===== config.mk =====
export PLATFORM = sky130hd
export DESIGN_NAME = alu4_acc_ctrl
export DESIGN_NICKNAME = d
export VERILOG_FILES = /design/src/rtl/alu4_acc_ctrl.sv
export SDC_FILE = /design/constraint.sdc
export NUM_CORES = 1
export LEC_CHECK = 0
export ABC_AREA = 0
export CAP_MARGIN = 15
export CORE_ASPECT_RATIO = 0.7
export CORE_UTILIZATION = 43
export CTS_CLUSTER_DIAMETER = 200
export DETAILED_ROUTE_END_ITERATION = 16
export PLACE_DENSITY_LB_ADDON = 0.2
export SYNTH_ARGS = -nofsm -noshare
export SYNTH_HDL_FRONTEND = slang
export SYNTH_SLANG_ARGS = --single-unit
export TNS_END_PERCENT = 20

===== constraint.sdc =====
create_clock -name clk -period 1.9 [get_ports clk]
set_input_delay 0.475 -clock clk [delete_from_list [all_inputs] [get_ports clk]]
set_output_delay 0.475 -clock clk [all_outputs]
set_load 0.01 [all_outputs]

===== src/rtl/alu4_acc_ctrl.sv =====
// Command controller and accumulator wrapped around a combinational 4-bit ALU.
// EXEC runs rpt+1 ISSUE/CAPTURE iterations; LOAD writes the accumulator directly.
module alu4_acc_ctrl (
    input  logic       clk,
    input  logic       reset_n,
    input  logic       cmd_valid,
    output logic       cmd_ready,
    input  logic       cmd_load,
    input  logic [2:0] cmd_op,
    input  logic [3:0] cmd_operand,
    input  logic [1:0] cmd_rpt,
    output logic [3:0] alu_a,
    output logic [3:0] alu_b,
    output logic [2:0] alu_op,
    input  logic [3:0] alu_result,
    input  logic       alu_c,
    input  logic       alu_n,
    input  logic       alu_z,
    input  logic       alu_v,
    output logic [3:0] acc,
    output logic [3:0] flags,
    output logic       sticky_v,
    output logic       busy,
    output logic       done
);

    typedef enum logic [1:0] {
        IDLE    = 2'd0,
        ISSUE   = 2'd1,
        CAPTURE = 2'd2,
        DONE    = 2'd3
    } state_t;

    state_t     state_q;
    logic [3:0] acc_q;
    logic [3:0] flags_q;
    logic       sticky_q;
    logic [3:0] alu_a_q;
    logic [3:0] alu_b_q;
    logic [2:0] alu_op_q;
    logic [1:0] cnt_q;

    always_ff @(posedge clk) begin
        if (!reset_n) begin
            state_q  <= IDLE;
            acc_q    <= 4'd0;
            flags_q  <= 4'd0;
            sticky_q <= 1'b0;
            alu_a_q  <= 4'd0;
            alu_b_q  <= 4'd0;
            alu_op_q <= 3'd0;
            cnt_q    <= 2'd0;
        end else begin
            case (state_q)
                IDLE: begin
                    if (cmd_valid) begin
                        if (cmd_load) begin
                            acc_q   <= cmd_operand;
                            state_q <= DONE;
                        end else begin
                            alu_a_q  <= acc_q;
                            alu_b_q  <= cmd_operand;
                            alu_op_q <= cmd_op;
                            cnt_q    <= cmd_rpt;
                            sticky_q <= 1'b0;
                            state_q  <= ISSUE;
                        end
                    end
                end
                ISSUE: begin
                    state_q <= CAPTURE;
                end
                CAPTURE: begin
                    // Feed the result back as the next A operand so repeats chain.
                    acc_q    <= alu_result;
                    flags_q  <= {alu_c, alu_n, alu_z, alu_v};
                    sticky_q <= sticky_q | alu_v;
                    alu_a_q  <= alu_result;
                    if (cnt_q == 2'd0) begin
                        state_q <= DONE;
                    end else begin
                        cnt_q   <= cnt_q - 2'd1;
                        state_q <= ISSUE;
                    end
                end
                DONE: begin
                    state_q <= IDLE;
                end
                default: begin
                    state_q <= IDLE;
                end
            endcase
        end
    end

    assign cmd_ready = (state_q == IDLE);
    assign busy      = (state_q == ISSUE) || (state_q == CAPTURE);
    assign done      = (state_q == DONE);
    assign acc       = acc_q;
    assign flags     = flags_q;
    assign sticky_v  = sticky_q;
    assign alu_a     = alu_a_q;
    assign alu_b     = alu_b_q;
    assign alu_op    = alu_op_q;

endmodule


==> flow_metrics.py, run 1 <==
metrics = {
    "finish": {
        "post-route-util_pct": 68.3,
        "areaGrowthSynthToFinish_pct": 45.7,
        "finalNetCount": 191,
        "diodes": 0,
        "final_area_mm2": 0.00174,
        "drive_gt1_share_pct": 16.0,
        "final-instance-count-excl-fill": 197,
    },
    "floorplan": {
        "io_pins": 44,
        "dieArea_mm2": 0.00300,
        "start_util_pct": 46.9,
        "die_w_um": 65.0,
        "core_region_area_mm2": 0.00255,
        "row_count": 15,
        "die_h_um": 46.1,
    },
    "pwr": {
        "fin_total_pwr_mw": 2.40,
        "powerDensity_mw_per_mm2": 1380,
        "ir_drop_uv": 637,
        "p_leak_nw": 0.706,
    },
    "drt": {
        "vias": 1044,
        "wl_um": 2850,
        "drt_iter0_drc": 38,
        "ant_nets": 0,
        "routedWlPerCell_um": 14.5,
        "drt_first_pass_iters": 4,
        "vias_per_cell": 5.30,
        "drc_errors": 0,
    },
    "flow_run": {
        "maxCapViolations": 0,
    },
    "logic_synthesis": {
        "syn_area_mm2": 0.00120,
        "syn_area_per_cell_um2": 10.2,
        "synthesis.nets": 144,
        "synthFlopType": "dfxtp_1",
        "ys_ff_latch": 24,
        "seq_area_frac_synth_pct": 40.2,
        "postSynthCellCount": 117,
        "yosysWarnings": 0,
        "ys_async_sr_fraction_pct": 0,
        "synth_cell_type_count": 29,
        "synth_edf_count": 0,
    },
    "placement": {
        "dp_hpwl_um": 2170,
        "place_area_mm2": 0.00168,
        "gp_congestion": 0.817,
        "dpl.cell_count": 193,
        "port_buffers": 43,
    },
    "sta": {
        "hold_viol": 0,
        "worst_pin_slew_ps": 293,
        "slew_violations": 0,
        "setup_viol": 0,
        "slew_headroom_pct": 80.4,
        "setup-tns-final_ps": 0,
        "rsz0062_at_grt": "false",
        "finalCriticalPeriod_ps": 1800,
        "finClkSkew_ps": 4.22,
        "finalCritPeriodShare_pct": 94.7,
        "max_freq_mhz": 556,
    },
    "critical_path": {
        "cpMaxStageDelayCell": "clkdlybuf4s50_1",
        "path_max_fanout": 6,
        "startpoint_type": "register",
        "path_class": "reg2out",
        "crit_buf_inv": 1,
        "cp.required_ps": 1420,
        "critPathTopFamily": "buffers and inverters",
        "r2r_cells": 6,
        "cp.depth": 2,
        "max_stage_delay_ps": 520,
        "cp_data_arrival_time_ps": 1330,
        "path_cells": "ha_1, clkdlybuf4s50_1",
        "critPathCaptureType": "output pin",
    },
    "global_route": {
        "grt_usage_pct": 20.8,
        "grt.overflow.total": 0,
        "gr-usage-met2_pct": 35.8,
        "globalRouteMet1Util_pct": 26.2,
        "grt-busiest-layer": "met2",
        "grt_pass1_vias": 999,
        "grt_max_degree": 25,
        "use_met3_pct": 5.94,
        "antenna_found_initial": 0,
        "grt_pass1_wl_um": 4630,
    },
    "clocking": {
        "cts_resized": 4,
        "clk_pin_slew_ps": 80,
        "hold_buffers": 0,
        "cts_made_buffers": 3,
        "cts_max_path_buffers": 2,
        "cts_tree": "done",
        "clock_latency_ps": 260,
        "post-cts-setup-buffer-count": 0,
        "htree_num_levels": 1,
        "cts.sink_count": 24,
        "cts_root_buf": "clkbuf_8",
    },
    "worst_hold_path": {
        "hp-class": "reg2reg",
        "hold_depth": 2,
    },
    "status": {
        "status": "completed",
    },
}
[area by class of cell]
cell class | instances | area (um^2)
clock buffer | 4 | 55.1
fill | 206 | 810
inverter | 7 | 26.3
multi-input combinational | 78 | 639
sequential | 24 | 483
tap | 34 | 42.5
timing repair buffer | 50 | 497
[cell usage after synthesis (2+ instances only)]
library cell  instances  share of area, %
a211oi_1              3               1.9
a211oi_2              8               8.4
a21oi_1               6               2.5
a31oi_1               5               2.6
buf_2                 4               1.7
buf_6                 2               1.9
dfxtp_1              24                40
ha_1                  6               6.3
inv_1                 6               1.9
mux2i_1              20                17
nand2_1               2              0.63
nand2b_1              2               1.0
nor2_1               13               4.1
[worst register-to-register path: stages, from the launching register on]
cell and delay, ps:
dfxtp_2 380, inv_1 80, ha_1 190, buf_4 160, or2_1 290, and3_4 250
a211oi_2 200
[registers in the layout (all words and copies together) (netlist names)]
signal    flops
alu_op        3
alu_a         4
state_q       2
acc           4
sticky_v      1
alu_b         4
flags         4
cnt_q         2
[final timing paths]
check / from / to / slack (ps)
max: state_q[1] / done / 100
min: alu_op[1] / alu_op[1] / 510
max reg2reg: state_q[1] / sticky_v / 280
min reg2reg: alu_op[1] / alu_op[1] / 510
[placed cells by master, fill, tap and decap left out, types with 2 or more instances in the layout]
cell,n
clkdlybuf4s50_1,41
dfxtp_1,22
mux2i_1,20
nor2_1,13
a211oi_2,8
a21oi_1,6
ha_1,6
buf_4,6
inv_1,5
a31oi_1,5
clkbuf_8,4
a211oi_1,3
inv_2,2
nand2b_1,2
nand2_1,2
dfxtp_2,2
[report_power, final]
group	internal [mW]	switching (mW)	total [mW]	leakage, nW
sequential	0.651	0.0998	0.751	0.197
clock	0.185	0.155	0.339	0.0288
combinational	0.679	0.636	1.31	0.480
total	1.51	0.890	2.40	0.706
[cell families after synthesis]
logic type                 count (synthesis)  synth area share [%]
adders and majority gates                  6                  6.28
DFF                                       24                  40.2
and+or+nand+nor                           24                  10.3
muxes                                     21                  18.0
AOI/OAI and AO/OA                         27                  18.9
buffers and inverters                     15                  6.38
[metal layers]
layer,wire length [um],share of wire [%]
met5,0,0
met2,1350,47
met4,12,0.42
met3,159,5.6
met1,1330,47
[through the flow]
| step | hold WS (ps) | setup WS (ps) |
|---|---|---|
| 2_1_floorplan | 481 | 252 |
| 3_3_place_gp | 474 | 164 |
| 3_5_place_dp | 494 | 113 |
| 4_1_cts | 514 | 14.7 |
| 5_1_grt | 543 | 54.4 |
| 6_report | 505 | 99.9 |
Power figures use the tool's default switching activity.
==> run 2: changes to the inputs <==
- ABC_AREA: 0 -> 1
- CTS_CLUSTER_DIAMETER: 200 -> 60
==> flow_metrics.py, run 2 <==
metrics = {
    "logic_synthesis": {
        "seq_area_frac_synth_pct": 40.6,
        "postSynthCellCount": 175,
        "synthFlopType": "dfxtp_1",
        "syn_area_mm2": 0.00118,
        "synthTopCellsByArea": "dfxtp_1, nand2_1, nor2_1",
        "synthTopCellsByCount": "nand2_1, nor2_1, inv_1",
        "syn_area_per_cell_um2": 6.76,
        "synth_top_area_cell": "dfxtp_1",
        "ys_ff_latch": 24,
        "yosysWarnings": 0,
        "ys_async_sr_fraction_pct": 0,
        "yosysMostFrequentCell": "nand2_1",
        "synth_cell_type_count": 14,
        "synthesis.nets": 202,
        "synth_edf_count": 0,
        "synth_largest_type_area_fraction_pct": 40.6,
    },
    "drt": {
        "drc_errors": 0,
        "ant_nets": 0,
        "drt_first_pass_iters": 4,
        "drt_iter0_drc": 46,
        "vias_per_cell": 4.60,
        "vias": 1174,
        "wl_um": 2680,
        "routedWlPerCell_um": 10.5,
    },
    "floorplan": {
        "die_h_um": 45.9,
        "io_pins": 44,
        "start_util_pct": 46.7,
        "dieArea_mm2": 0.00297,
        "core_region_area_mm2": 0.00253,
        "die_w_um": 64.7,
        "row_count": 15,
    },
    "pwr": {
        "ir_drop_uv": 644,
        "powerDensity_mw_per_mm2": 1170,
        "p_leak_nw": 0.814,
    },
    "finish": {
        "diodes": 0,
        "multi_input_area_um2": 576,
        "drive_gt1_share_pct": 6.79,
        "finalNetCount": 249,
        "areaGrowthSynthToFinish_pct": 46.0,
        "final_cell_mix": "nand2_1, clkdlybuf4s50_1, nor2_1",
        "ff_latch_area_um2": 483,
        "final_common_cell": "nand2_1",
        "final-instance-count-excl-fill": 255,
        "nFillCells": 224,
    },
    "global_route": {
        "antenna_found_initial": 0,
        "grt_max_degree": 24,
        "grt_pass1_wl_um": 4110,
        "grt.overflow.total": 0,
        "grt_pass1_vias": 960,
        "grt_usage_pct": 18.6,
    },
    "critical_path": {
        "max_stage_delay_ps": 530,
        "cp.depth": 2,
        "crit_path_end": "done",
        "path_max_fanout": 6,
        "r2r_cells": 6,
        "startpoint_type": "register",
        "critPathCaptureType": "output pin",
        "worstSetupStartpoint": "state_q[1]",
        "rrSetupSlack_ps": 340,
        "cp_data_arrival_time_ps": 1340,
        "cp.required_ps": 1420,
        "critPathTopFamily": "buffers and inverters",
        "path_cells": "ha_1, clkdlybuf4s50_1",
        "path_class": "reg2out",
        "cpMaxStageDelayCell": "clkdlybuf4s50_1",
        "r2r-start": "state_q[0]",
        "r2r_end": "alu_op[0]",
        "crit_buf_inv": 1,
    },
    "status": {
        "status": "completed",
    },
    "clocking": {
        "htree_num_levels": 1,
        "cts_max_path_buffers": 2,
        "clock_latency_ps": 260,
        "cts_made_buffers": 3,
        "cts_root_buf": "clkbuf_8",
        "post-cts-setup-buffer-count": 0,
        "cts_tree": "done",
        "clk_pin_slew_ps": 80,
        "hold_buffers": 0,
        "cts_resized": 4,
        "cts.sink_count": 24,
    },
    "sta": {
        "setup_viol": 0,
        "slew_violations": 0,
        "worst_pin_slew_ps": 458,
        "setup-tns-final_ps": 0,
        "slew_headroom_pct": 69.4,
        "finalCritPeriodShare_pct": 95.6,
        "finalCriticalPeriod_ps": 1820,
        "hold_viol": 0,
        "max_freq_mhz": 550,
        "rsz0062_at_grt": "false",
        "finClkSkew_ps": 3.14,
    },
    "placement": {
        "dpl.cell_count": 251,
        "gp_congestion": 0.868,
        "dp_hpwl_um": 2080,
        "port_buffers": 43,
    },
    "worst_hold_path": {
        "hp-class": "reg2reg",
    },
    "flow_run": {
        "maxCapViolations": 0,
    },
}
run 2: cell types whose count changed after synthesis, moves of 8 or more:
| cell | previous run | this run |
|---|---|---|
| a211oi_2 | 8 | 0 |
| inv_1 | 6 | 26 |
| mux2i_1 | 20 | 0 |
| nand2_1 | 2 | 47 |
| nor2_1 | 13 | 32 |
| o21ai_0 | 0 | 19 |
run 2: worst reg2reg max path, delay by kind of cell (launching register included):
kind	cells	cell delay [ps]
AOI/OAI and AO/OA	2	350
DFF	1	350
buffers and inverters	2	230
adders and majority gates	1	170
and+or+nand+nor	1	340
run 2: through the flow:
| stage | worst slack (ps) | total power [mW] | utilization [%] | hold WS [ps] | instance area (um^2) |
|---|---|---|---|---|---|
| after floorplan | 536 | 1.21 | - | 467 | 1180 |
| after global placement | 149 | 1.56 | 65.2 | 431 | 1650 |
| after detailed placement | 63.1 | 1.59 | 65.2 | 440 | 1650 |
| after CTS | 1.11 | 2.04 | 68.1 | 451 | 1730 |
| after global routing | 47.8 | 2.16 | 68.2 | 477 | 1730 |
| final | 82.9 | 2.01 | 68.2 | 448 | 1730 |
run 2: where the power goes:
part           internal (mW)  switching [mW]
Clock                  0.282           0.161
Combinational          0.408           0.476
Sequential             0.623          0.0641
Total                   1.31           0.701
run 2: routing by layer:
| metal | up-vias | track usage [%] | part of all wire [%] |
|---|---|---|---|
| met4 | 0 | 6.67 | 1.2 |
| met5 | - | 0 | 0 |
| met2 | 33 | 30.6 | 46 |
| met3 | 4 | 5.75 | 5.6 |
| met1 | 511 | 23.3 | 47 |
| li1 | 626 | - | - |
run 2: how the worst min path moves through the flow:
| stage | cells past startpoint | from | endpoint | slack, ps |
|---|---|---|---|---|
| floorplan | 2 | alu_op[0] | alu_op[0] | 470 |
| global placement | 2 | alu_b[2] | alu_b[2] | 430 |
| detailed placement | 2 | alu_op[0] | alu_op[0] | 440 |
| CTS | 2 | alu_op[0] | alu_op[0] | 450 |
| global route | 2 | alu_op[0] | alu_op[0] | 480 |
| finish | 2 | alu_op[2] | alu_op[2] | 450 |
run 2: final cells by class:
type / count / area share, %
Timing Repair Buffer: 46 / 26.3
Tap cell: 34 / 2.46
Clock buffer: 3 / 2.39
Multi-Input combinational cell: 120 / 33.3
Inverter: 27 / 5.87
Clock inverter: 1 / 1.74
Sequential cell: 24 / 28.0
run 2: kinds of logic after synthesis:
kind of cell | count (synthesis) | synth area share, %
buffers and inverters | 31 | 10.8
adder cells (fa/ha/maj) | 6 | 6.34
AND/OR/NAND/NOR | 85 | 29.9
AO/OA/AOI/OAI | 29 | 12.4
flip-flops | 24 | 40.6
